$ cat config.mk
export PLATFORM = sky130hd
export DESIGN_NAME = pipelined_barrel_shifter
export DESIGN_NICKNAME = d
export VERILOG_FILES = /design/src/rtl/pbs_pkg.sv /design/src/rtl/pbs_stage.sv /design/src/rtl/pipelined_barrel_shifter.sv
export SDC_FILE = /design/constraint.sdc
export NUM_CORES = 1
export LEC_CHECK = 0
export CAP_MARGIN = 10
export CORE_ASPECT_RATIO = 0.75
export CORE_MARGIN = 5
export CORE_UTILIZATION = 32
export DETAILED_ROUTE_END_ITERATION = 12
export GPL_TIMING_DRIVEN = 0
export PLACE_DENSITY = 0.51
export SYNTH_ARGS = -nofsm -noshare
export SYNTH_HDL_FRONTEND = slang
export SYNTH_SLANG_ARGS = --single-unit
$ cat constraint.sdc
create_clock -name clk -period 1.3 [get_ports clk]
set_input_delay 0.325 -clock clk [delete_from_list [all_inputs] [get_ports clk]]
set_output_delay 0.325 -clock clk [all_outputs]
set_load 0.005 [all_outputs]
$ cat src/rtl/pbs_pkg.sv
// Shared encodings for the pipelined barrel shifter: shift kinds and directions.
package pbs_pkg;

  localparam logic [1:0] KIND_ROT = 2'b00;
  localparam logic [1:0] KIND_LOG = 2'b01;
  localparam logic [1:0] KIND_ARI = 2'b10;

  localparam logic DIR_LEFT  = 1'b0;
  localparam logic DIR_RIGHT = 1'b1;

endpackage

$ cat src/rtl/pbs_stage.sv
// One pipeline stage: conditionally shifts/rotates by STEP positions, then
// registers the result together with the rest of the beat under a hold enable.
module pbs_stage
  import pbs_pkg::*;
#(
  parameter int WIDTH = 8,
  parameter int TAG_W = 4,
  parameter int SW    = 3,
  parameter int STEP  = 1
) (
  input  logic             clk,
  input  logic             rst_n,
  input  logic             en,
  input  logic             valid_i,
  input  logic [WIDTH-1:0] data_i,
  input  logic [SW-1:0]    amt_i,
  input  logic             dir_i,
  input  logic [1:0]       kind_i,
  input  logic [TAG_W-1:0] tag_i,
  output logic             valid_o,
  output logic [WIDTH-1:0] data_o,
  output logic [SW-1:0]    amt_o,
  output logic             dir_o,
  output logic [1:0]       kind_o,
  output logic [TAG_W-1:0] tag_o
);

  localparam int BIT = $clog2(STEP);

  logic [WIDTH-1:0] shifted;

  logic             valid_d, valid_q;
  logic [WIDTH-1:0] data_d,  data_q;
  logic [SW-1:0]    amt_d,   amt_q;
  logic             dir_d,   dir_q;
  logic [1:0]       kind_d,  kind_q;
  logic [TAG_W-1:0] tag_d,   tag_q;

  // Reserved kind 2'b11 falls into the default (logical) arm in both directions.
  always_comb begin
    shifted = data_i;
    if (amt_i[BIT]) begin
      if (dir_i == DIR_LEFT) begin
        if (kind_i == KIND_ROT) shifted = (data_i << STEP) | (data_i >> (WIDTH - STEP));
        else                    shifted = data_i << STEP;
      end else begin
        case (kind_i)
          KIND_ROT: shifted = (data_i >> STEP) | (data_i << (WIDTH - STEP));
          KIND_ARI: shifted = WIDTH'($signed(data_i) >>> STEP);
          default:  shifted = data_i >> STEP;
        endcase
      end
    end
  end

  always_comb begin
    valid_d = valid_q;
    data_d  = data_q;
    amt_d   = amt_q;
    dir_d   = dir_q;
    kind_d  = kind_q;
    tag_d   = tag_q;
    if (en) begin
      valid_d = valid_i;
      data_d  = shifted;
      amt_d   = amt_i;
      dir_d   = dir_i;
      kind_d  = kind_i;
      tag_d   = tag_i;
    end
  end

  always_ff @(posedge clk or negedge rst_n) begin
    if (!rst_n) begin
      valid_q <= 1'b0;
      data_q  <= '0;
      amt_q   <= '0;
      dir_q   <= 1'b0;
      kind_q  <= 2'b00;
      tag_q   <= '0;
    end else begin
      valid_q <= valid_d;
      data_q  <= data_d;
      amt_q   <= amt_d;
      dir_q   <= dir_d;
      kind_q  <= kind_d;
      tag_q   <= tag_d;
    end
  end

  assign valid_o = valid_q;
  assign data_o  = data_q;
  assign amt_o   = amt_q;
  assign dir_o   = dir_q;
  assign kind_o  = kind_q;
  assign tag_o   = tag_q;

endmodule

$ cat src/rtl/pipelined_barrel_shifter.sv
// Pipelined WIDTH-bit shifter/rotator: SW stages of power-of-two steps with a
// single global stall driven by the output handshake.
module pipelined_barrel_shifter
  import pbs_pkg::*;
#(
  parameter  int WIDTH = 8,
  parameter  int TAG_W = 4,
  localparam int SW    = $clog2(WIDTH)
) (
  input  logic             clk,
  input  logic             rst_n,
  input  logic             in_valid,
  output logic             in_ready,
  input  logic [WIDTH-1:0] in_data,
  input  logic [SW-1:0]    in_amt,
  input  logic             in_dir,
  input  logic [1:0]       in_kind,
  input  logic [TAG_W-1:0] in_tag,
  output logic             out_valid,
  input  logic             out_ready,
  output logic [WIDTH-1:0] out_data,
  output logic [TAG_W-1:0] out_tag
);

  // Handshake: a beat moves on a side when valid && ready that cycle. The whole
  // pipe advances when the output slot is empty or being drained, so in_ready
  // depends only on out_valid/out_ready and never on in_valid.
  logic advance;

  logic [SW:0]                 v_c;
  logic [SW:0][WIDTH-1:0]      d_c;
  logic [SW:0][SW-1:0]         a_c;
  logic [SW:0]                 dir_c;
  logic [SW:0][1:0]            k_c;
  logic [SW:0][TAG_W-1:0]      t_c;

  assign advance  = !out_valid || out_ready;
  assign in_ready = advance;

  assign v_c[0]   = in_valid;
  assign d_c[0]   = in_data;
  assign a_c[0]   = in_amt;
  assign dir_c[0] = in_dir;
  assign k_c[0]   = in_kind;
  assign t_c[0]   = in_tag;

  for (genvar k = 0; k < SW; k++) begin : g_stage
    pbs_stage #(
      .WIDTH (WIDTH),
      .TAG_W (TAG_W),
      .SW    (SW),
      .STEP  (1 << k)
    ) u_stage (
      .clk     (clk),
      .rst_n   (rst_n),
      .en      (advance),
      .valid_i (v_c[k]),
      .data_i  (d_c[k]),
      .amt_i   (a_c[k]),
      .dir_i   (dir_c[k]),
      .kind_i  (k_c[k]),
      .tag_i   (t_c[k]),
      .valid_o (v_c[k+1]),
      .data_o  (d_c[k+1]),
      .amt_o   (a_c[k+1]),
      .dir_o   (dir_c[k+1]),
      .kind_o  (k_c[k+1]),
      .tag_o   (t_c[k+1])
    );
  end

  assign out_valid = v_c[SW];
  assign out_data  = d_c[SW];
  assign out_tag   = t_c[SW];

  // Control fields of the last stage have no consumer beyond the pipe.
  logic unused_tail;
  assign unused_tail = ^{a_c[SW], dir_c[SW], k_c[SW]};

endmodule

==> results.md, run 1 <==
* Worst IR Drop VDD at 629.3 µV
* Yosys warns at 0
* Status: complete, but fails checks
* Placed cell areas at 2821 µm²
* Post-synth top area cell: dfrtp_1
* Failing checks: setup timing
* Slew headroom at 73.59%
* HPWL after DPL at 3991 µm
* Num Clock Sinks at 48
* CP required at 0.98 ns
* First-pass GRT wire length at 9770 µm
* Worst Setup End Kind: output port
* RSZ-0062 raised after global routing: yes
* CP max-delay cell: dfrtp_1
* Worst slew pin tran at 0.3953 ns
* DRT Pass-1 Iters at 5
* Sw frac at 34.62%
* CTS Root Cell: clkbuf_8
* H-tree depth at 2
* Most common cell in the netlist: nand2_1
* NumNets Final at 342
* Post-synth ARST share at 100.0%
* Die footprint at 9144 µm²
* M2 GR Usage at 19.18%
* Reg2reg start: g_stage[2].u_stage.valid_o$_DFFE_PN0P_
* Yosys cell types at 26
* Vias in the first global route at 1927
* Final-report setup violation count at 18
* Inst Count DP at 393
* Diodes inserted at 0
* Max-cap violation count at 0
* Syn_nets at 280
* Crit path cell chain: nor2b_4 -> inv_4 -> buf_6 -> buf_8 -> buf_6
* Die X-Extent at 108.8 µm
* CTS max path bufs at 2
* Gate power share at 44.2%
* Met1 Use GR at 20.35%
* Finished Cell Area at 3401 µm²
* Final Skew at 0.006338 ns
* Power Internal at 4.259 mW
* Remaining DRCs at 0
* Die Ht at 84.07 µm
* Register area share after synthesis at 51.31%
* Worst path most repeated cell: buf_6
* Crit path setup slack, layout at -0.2632 ns
* Seq pwr share at 38.8%
* CP startpoint kind: register
* Synth Flop Type: dfrtp_1
* Port Buffers at 33
* Yosys top cell area share at 51.31%
* Area growth from synthesis to layout at 45.27%
* Clk pwr share at 17.0%
* 1st-iter DRT viols at 103
* P per Cell Area at 1916 nW/µm²
* Largest net degree at the start of global routing at 36
* Clock Latency Late Sink at 0.30 ns
* Clk slew on worst S/H paths at 0.09 ns
* Core area at 7229 µm²
* Max-slew violation total from the final report at 0
* Fin crit share at 120.2%
* Layout cells sized above 1 at 28.35%
* Fin crit period at 1.563 ns
* Synth cell count leaders: nand2_1, dfrtp_1, nor2_1
* Yosys reg bits at 48
* FMAX at 639.7 MHz
* Post-DR wirelength/cell at 14.73 µm
* Vias at 1977
* WS Path Type: reg2out
* Placer Congestion at 0.8776
* Clock buffer count from CTS at 5
* I/O Pins at 36
* Busiest grt layer: met1
* Post-DR vias/cell at 4.685
* Critical path arrival at 1.24 ns
* P_sw at 2.255 mW
* Hold Path Origin: in_dir
* Antenna violations before repair at 0
* Setup crit start: g_stage[2].u_stage.valid_o$_DFFE_PN0P_
* Routed wire length at 6218 µm
* CTS tree: built
* Gr ovfl total at 0
* Largest cells by area after synthesis: dfrtp_1, nand2_1, mux2i_1, a211oi_1, a21o_1
* Crit path max fanout at 2
* Worst hold path class: in2reg
* Post-synth EDFFs at 0
* Initial core utilization at 32.38%
* Syn Area/Cell at 9.074 µm²
* M3 GR Usage at 2.939%
* Post-route ant nets at 0
* Largest stage delay, worst path at 0.36 ns
* Final cell count without fillers at 422
* Leak at 1.627 nW
* GRT Total Usage at 13.40%
* Cell Rows at 27
* Pwr Total at 6.515 mW
* Cells after Synth at 258
* Mapped Area at 2341 µm²
* Pre-CTS setup slack at -0.9707 ns
* Final Hold Vio Count at 0
## kinds of logic after synthesis
kind of cell	share of synthesized area [%]
DFF	51.31
buffers and inverters	6.628
AOI/OAI and AO/OA	14.64
muxes	5.558
and+or+nand+nor	21.86
## flip-flops by register name (all words and copies together) (netlist names)
register / flops
g_stage.u_stage.data_o: 24
g_stage.u_stage.tag_o: 12
g_stage.u_stage.kind_o: 4
g_stage.u_stage.amt_o: 3
g_stage.u_stage.valid_o: 3
g_stage.u_stage.dir_o: 2
## stage by stage
step	hold slack (ns)	setup TNS (ns)	util (%)
after floorplan	0.02941	0	-
after global placement	0.4430	-94.05	38.82
after detailed placement	0.2528	-19.89	39.03
after CTS	0.3384	-1.320	43.20
after global routing	0.3464	-2.027	47.04
final	0.3230	-0.7399	47.04
## final timing paths
check / slack, ns / endpoint / cells after the start
setup / recovery: -0.26 / in_ready / 5
max in group asynchronous: 0.33 / g_stage[0].u_stage.kind_o[0]$_DFFE_PN0P_ / 3
setup reg to reg: -0.06 / g_stage[2].u_stage.data_o[4]$_DFFE_PN0P_ / 7
min in group asynchronous: 0.46 / g_stage[2].u_stage.data_o[1]$_DFFE_PN0P_ / 2
hold / removal: 0.32 / g_stage[0].u_stage.dir_o$_DFFE_PN0P_ / 3
hold reg to reg: 0.47 / g_stage[1].u_stage.valid_o$_DFFE_PN0P_ / 2
## worst max-delay path, delay by kind of cell, from the launching register on
family        cells  cell delay [ns]
flops             1             0.36
simple gates      1             0.19
buf+inv           4             0.39
## layout by cell type (no fill, tap or decap), types with 5 or more instances in the layout
| master | count |
|---|---|
| a211oi_2 | 7 |
| a21o_1 | 10 |
| a31oi_1 | 6 |
| buf_2 | 11 |
| buf_4 | 22 |
| buf_6 | 6 |
| buf_8 | 7 |
| clkbuf_8 | 5 |
| clkdlybuf4s50_1 | 14 |
| dfrtp_1 | 45 |
| dlygate4sd2_1 | 5 |
| mux2i_1 | 13 |
| nand2_1 | 74 |
| nand2_2 | 6 |
| nor2_1 | 15 |
| nor2b_1 | 5 |
| o21ai_0 | 5 |
| o21ai_1 | 9 |
## layer usage
| layer | vias up | wire length [µm] |
|---|---|---|
| li1 | 993 | - |
| met1 | 945 | 3244 |
| met2 | 39 | 2742 |
| met3 | 0 | 231 |
| met4 | 0 | 0 |
| met5 | - | 0 |
## layout make-up
type	instances	area (µm²)
Fill cell	753	3829
Clock inverter	3	46.29
Clock buffer	5	68.82
Sequential cell	48	1205
Buffer	23	214.0
Timing Repair Buffer	58	604.3
Multi-Input combinational cell	182	1126
Inverter	2	10.01
Tap cell	101	126.4
## power by group through the flow
stage	Combinational [mW]	Sequential [mW]	Clock, mW
3_3_place_gp	2.11	2.50	0
6_report	2.88	2.53	1.11
2_1_floorplan	1.35	2.40	0
3_5_place_dp	2.14	2.52	0
5_1_grt	3.15	2.62	1.20
4_1_cts	2.40	2.48	1.15
## what timing repair did
item                       4_1_cts  5_1_grt
pin swaps                        3        7
hold endpoints to repair        13        0
cloned                           1        4
setup buffers                   11        9
hold buffers                     1        0
gates resized for setup         81       54
setup endpoints to repair       60       54
No activity file was read; power rests on OpenSTA's default activity.
==> run 2, diff against run 1 <==
- CORE_MARGIN: 5 -> 2
==> results.md, run 2 (same netlist as run 1, synthesis figures left out) <==
* Status: complete, but fails checks
* Failing checks: setup timing
* 1st-iter DRT viols at 90
* Max-cap violation count at 0
* Vias at 1915
* Inst Count DP at 390
* DRT Pass-1 Iters at 4
* Seq pwr share at 42.3%
* Hold Path Origin: in_dir
* Footprint of the multi-input gates at 1044 µm²
* Slew headroom at 66.74%
* NumNets Final at 336
* Crit path max fanout at 3
* Worst path most repeated cell: buf_6
* Max-slew violation total from the final report at 0
* Remaining DRCs at 0
* Commonest cells after routing, fill and taps aside: nand2_1, dfrtp_1, buf_4
* Worst IR Drop VDD at 598.9 µV
* Placer Congestion at 0.7959
* Post-DR vias/cell at 4.637
* Final-report setup violation count at 3
* Fin crit period at 1.541 ns
* GRT Total Usage at 15.32%
* Worst hold path class: in2reg
* Num Clock Sinks at 48
* Pre-CTS setup slack at -0.9581 ns
* Largest stage delay, worst path at 0.35 ns
* Reg2reg start: g_stage[0].u_stage.kind_o[0]$_DFFE_PN0P_
* Area growth from synthesis to layout at 32.87%
* Fin crit share at 118.5%
* R2R depth at 3
* Antenna violations before repair at 0
* Routed wire length at 5575 µm
* CP startpoint kind: register
* Hold path depth at 3
* Hold path endpoint: g_stage[0].u_stage.dir_o$_DFFE_PN0P_
* Commonest non-fill, non-tap cell in the layout: nand2_1
* Initial core utilization at 33.63%
* Core area at 6962 µm²
* Max reg flops at 24
* H-tree depth at 2
* WS Path Type: reg2out
* RSZ-0062 raised after global routing: yes
* Vias in the first global route at 1813
* P_sw at 2.002 mW
* Worst R2R Setup Slack at -0.02 ns
* Cell Rows at 26
* Die footprint at 8023 µm²
* Power Internal at 3.928 mW
* Post-route ant nets at 0
* Clock buffer count from CTS at 5
* Layout cells sized above 1 at 22.22%
* Die X-Extent at 102.8 µm
* Critical path arrival at 1.22 ns
* Clk slew on worst S/H paths at 0.09 ns
* FMAX at 648.9 MHz
* Crit. path cell count at 5
* CP max-delay cell: dfrtp_1
* Leak at 1.521 nW
* Gr ovfl total at 0
* Pwr Total at 5.929 mW
* Gate power share at 39.7%
* CP top delay family: buffers and inverters
* Crit path buf inv count at 4
* Seq. cell area at 1204 µm²
* Final Skew at 0.009971 ns
* First-pass GRT wire length at 9418 µm
* Setup_tns at -0.2653 ns
* Clock Latency Late Sink at 0.30 ns
* P per Cell Area at 1906 nW/µm²
* Diodes inserted at 0
* Largest net degree at the start of global routing at 32
* Final cell count without fillers at 413
* Crit path setup slack, layout at -0.2411 ns
* CTS Root Cell: clkbuf_8
* Worst R2R End: g_stage[1].u_stage.data_o[0]$_DFFE_PN0P_
* CTS tree: built
* Post-DR wirelength/cell at 13.50 µm
* Die Ht at 78.07 µm
* I/O Pins at 36
* HPWL after DPL at 3874 µm
* Worst Setup End Kind: output port
* CP required at 0.98 ns
* Final Hold Vio Count at 0
* FILL cells at 710
* Port Buffers at 33
* CTS max path bufs at 2
* Sw frac at 33.76%
* Crit path cell chain: nor2b_4 -> inv_2 -> buf_6 -> buf_8 -> buf_6
* Worst slew pin tran at 0.4989 ns
* Clk pwr share at 18.0%
==> run 2: changes by cell type in the layout (fill, tap and decap cells not counted), sizes merged <==
cell | before | now
clkinvlp | 1 | 0
clkbuf | 13 | 11
buf | 49 | 46
clkinv | 0 | 1
inv | 3 | 2
==> run 2: tightest hold or removal path: stages <==
cell and delay, ns:
buf_6 0.12, inv_1 0.07, o21ai_0 0.08
==> run 2: how the worst max path moves through the flow <==
| stage | slack (ns) | start | endpoint |
|---|---|---|---|
| floorplan | 0.02 | g_stage[2].u_stage.valid_o$_DFFE_PN0P_ | in_ready |
| global placement | -1.54 | rst_n | g_stage[0].u_stage.tag_o[3]$_DFFE_PN0P_ |
| detailed placement | -0.96 | out_ready | in_ready |
| CTS | -0.31 | g_stage[2].u_stage.valid_o$_DFFE_PN0P_ | in_ready |
| global route | -0.33 | g_stage[2].u_stage.valid_o$_DFFE_PN0P_ | in_ready |
| finish | -0.24 | g_stage[2].u_stage.valid_o$_DFFE_PN0P_ | in_ready |
==> run 2: layer usage <==
layer | up-vias | track usage (%) | wire length, µm | part of all wire, %
li1 | 979 | - | - | -
met1 | 895 | 23.38 | 3051 | 55
met2 | 37 | 21.70 | 2257 | 40
met3 | 4 | 4.185 | 232 | 4.2
met4 | 0 | 3.158 | 34 | 0.61
met5 | - | 0 | 0 | 0
==> run 2: what timing repair did <==
action / 4_1_cts / 5_1_grt
endpoints found under the setup margin: 57 / 52
hold buffers: 1 / 0
endpoints found under the hold margin: 17 / 0
setup buffers: 14 / 4
pin swaps: 3 / 1
gates resized for setup: 72 / 13
==> run 2: metrics by stage <==
step | utilization, % | hold slack (ns) | instance area (µm²)
finish | 44.68 | 0.3487 | 3110
global route | 44.68 | 0.3802 | 3110
CTS | 44.16 | 0.3452 | 3074
detailed placement | 40.47 | 0.2926 | 2818
global placement | 40.26 | 0.4418 | 2803
floorplan | - | 0.02941 | 2350
==> run 2: cell type report <==
class | instances | area share, %
inverter | 2 | 0.2414
timing repair buffer | 52 | 14.08
sequential | 48 | 38.70
multi-input combinational | 182 | 33.55
clock inverter | 2 | 1.126
tap | 98 | 3.942
clock buffer | 6 | 2.333
buffer | 23 | 6.034
==> run 2: power groups by stage <==
stage          logic (mW)  clock network [mW]  registers [mW]
3_5_place_dp         2.13                   0            2.52
5_1_grt              2.64                1.18            2.60
6_report             2.35                1.07            2.51
2_1_floorplan        1.35                   0            2.40
4_1_cts              2.34                1.10            2.47
3_3_place_gp         2.11                   0            2.50
==> edit, RTL diff (settings of run 1) <==
`WIDTH` is set to 8 in 2 places; all go to 16.
--- a/src/rtl/pbs_stage.sv
+++ b/src/rtl/pbs_stage.sv
@@ -4,5 +4,5 @@
   import pbs_pkg::*;
 #(
-  parameter int WIDTH = 8,
+  parameter int WIDTH = 16,
   parameter int TAG_W = 4,
   parameter int SW    = 3,
--- a/src/rtl/pipelined_barrel_shifter.sv
+++ b/src/rtl/pipelined_barrel_shifter.sv
@@ -4,5 +4,5 @@
   import pbs_pkg::*;
 #(
-  parameter  int WIDTH = 8,
+  parameter  int WIDTH = 16,
   parameter  int TAG_W = 4,
   localparam int SW    = $clog2(WIDTH)
Interface: changed (resized in_amt, in_data and out_data); port bits go from 36 to 53. The function was not compared with the original's and may differ.
==> edit against run 1 <==
  * Global-route usage is 2.6 points higher
  * The flow finishes with violations (negative hold slack, negative setup slack)
  * Critical path depth down 1
  * Sequential cell count increased by 51
  * Routed wire length rose by 140%
  * Power increased by 150%
  * Final cell count rose by 99%
  * Count of clock-buffer cells in the layout rose by 4
  * Setup slack improved by 0.079 ns
  * Final area up 100%
  * Critical path type unchanged
  * Area after synthesis up 120%
==> edit: results (changes against run 1) <==
RUN STATUS
--------------------------------------------------------------------------------------------------
Status                                                                                complete, but fails checks   unchanged
Violations in the final reports                                                       negative hold slack, negative setup slack   was negative setup slack

PLACE
--------------------------------------------------------------------------------------------------
Cell Count Post-Placement                                                                      808   was 393

CELLS AND AREA
--------------------------------------------------------------------------------------------------
Area of all sequential standard cells                                                 0.002484 sq mm   was 0.001205 sq mm
Multi-input comb cells                                                                         391   was 182
Clock buffer instance count of the final layout                                                  9   was 5
Final Net Count                                                                                659   was 342
Max FFs per register                                                                            64   was 24
Filler Cell Count                                                                             1538   was 753
Count of plain and timing-repair buffers                                                       125   was 81

CTS
--------------------------------------------------------------------------------------------------
Clock transition time at the flip-flop clock pins of the worst setup and hold paths        0.07 ns   was 0.09 ns
Worst-Skew Late Latency                                                                    0.35 ns   was 0.30 ns
Number of buffers inserted to repair setup after CTS                                            24   was 11

SYNTHESIS
--------------------------------------------------------------------------------------------------
Area contributors post-synth                                                          sky130_fd_sc_hd__dfrtp_1 (49%), sky130_fd_sc_hd__nand2_1 (9.7%), sky130_fd_sc_hd__mux2i_1 (8.1%)   was sky130_fd_sc_hd__dfrtp_1 (51%), sky130_fd_sc_hd__nand2_1 (13%), sky130_fd_sc_hd__mux2i_1 (5.6%)
Nets in the synthesized netlist                                                                582   was 280
Share of synthesized area spent on multiplexers                                            0.08063   was 0.05559
Complex-gate fraction of the synthesized area                                               0.1785   was 0.1464
Synthesized instance count                                                                     551   was 258
Number of unique standard cell types used by synthesis                                          27   was 26

CRITICAL PATH
--------------------------------------------------------------------------------------------------
Worst-case reg-to-reg path depth                                                                 8   was 7
Data arrival, critical path                                                                1.16 ns   was 1.24 ns
Top Family by Delay on Critical Path                                                    flip-flops   was buffers and inverters

ROUTE
--------------------------------------------------------------------------------------------------
WL met3                                                                                     672 um   was 231 um
Topmost layer with routed signal wires                                                        met4   was met3

PWR
--------------------------------------------------------------------------------------------------
Sequential share of power                                                                    0.368   was 0.388
Cell leakage power                                                                        3.225 nW   was 1.627 nW
Worst IR Drop VDD                                                                        0.9581 mV   was 0.6293 mV

GRT
--------------------------------------------------------------------------------------------------
First-pass GRT wire length                                                                23730 um   was 9770 um
Met3 Usage GRT                                                                             0.03988   was 0.02939
Met1 capacity usage during global routing                                                   0.2296   was 0.2035
GRT Total Usage                                                                             0.1599   was 0.1340

STA
--------------------------------------------------------------------------------------------------
Clock Skews                                                                            0.006251 ns   was 0.006338 ns
Number of endpoints failing setup at the final stage                                            58   was 18
Worst-case hold slack                                                                  -0.01589 ns   was 0.3230 ns
Final Worst Setup Slack                                                                 -0.1840 ns   was -0.2632 ns
Worst Tran Pin Value                                                                     0.6064 ns   was 0.3953 ns
Final Hold Viols                                                                                45   was 0

## edit: through the flow
stage,area (sq um),power [mW],setup TNS (ns),setup slack [ns]
after floorplan,5090,9.532,-0.06019,-0.01505
after CTS,6440,15.33,-5.161,-0.2055
final,6857,16.22,-2.707,-0.1840
after detailed placement,5882,11.98,-63.13,-1.056
after global routing,6857,17.37,-8.496,-0.2424
after global placement,5857,11.81,-445.19,-3.900
## edit: path summary, 6_finish.rpt
| path | start | endpoint | slack, ns |
|---|---|---|---|
| min in group clk | in_kind[0] | g_stage[0].u_stage.kind_o[0] | 0.28 |
| hold / removal | rst_n | g_stage[2].u_stage.data_o[7] | -0.02 |
| max in group asynchronous | rst_n | g_stage[0].u_stage.kind_o[1] | 0.61 |
| hold reg to reg | g_stage[2].u_stage.valid_o | g_stage[2].u_stage.valid_o | 0.47 |
| setup / recovery | g_stage[3].u_stage.valid_o | in_ready | -0.18 |
| setup reg to reg | g_stage[3].u_stage.valid_o | g_stage[1].u_stage.kind_o[1] | -0.09 |
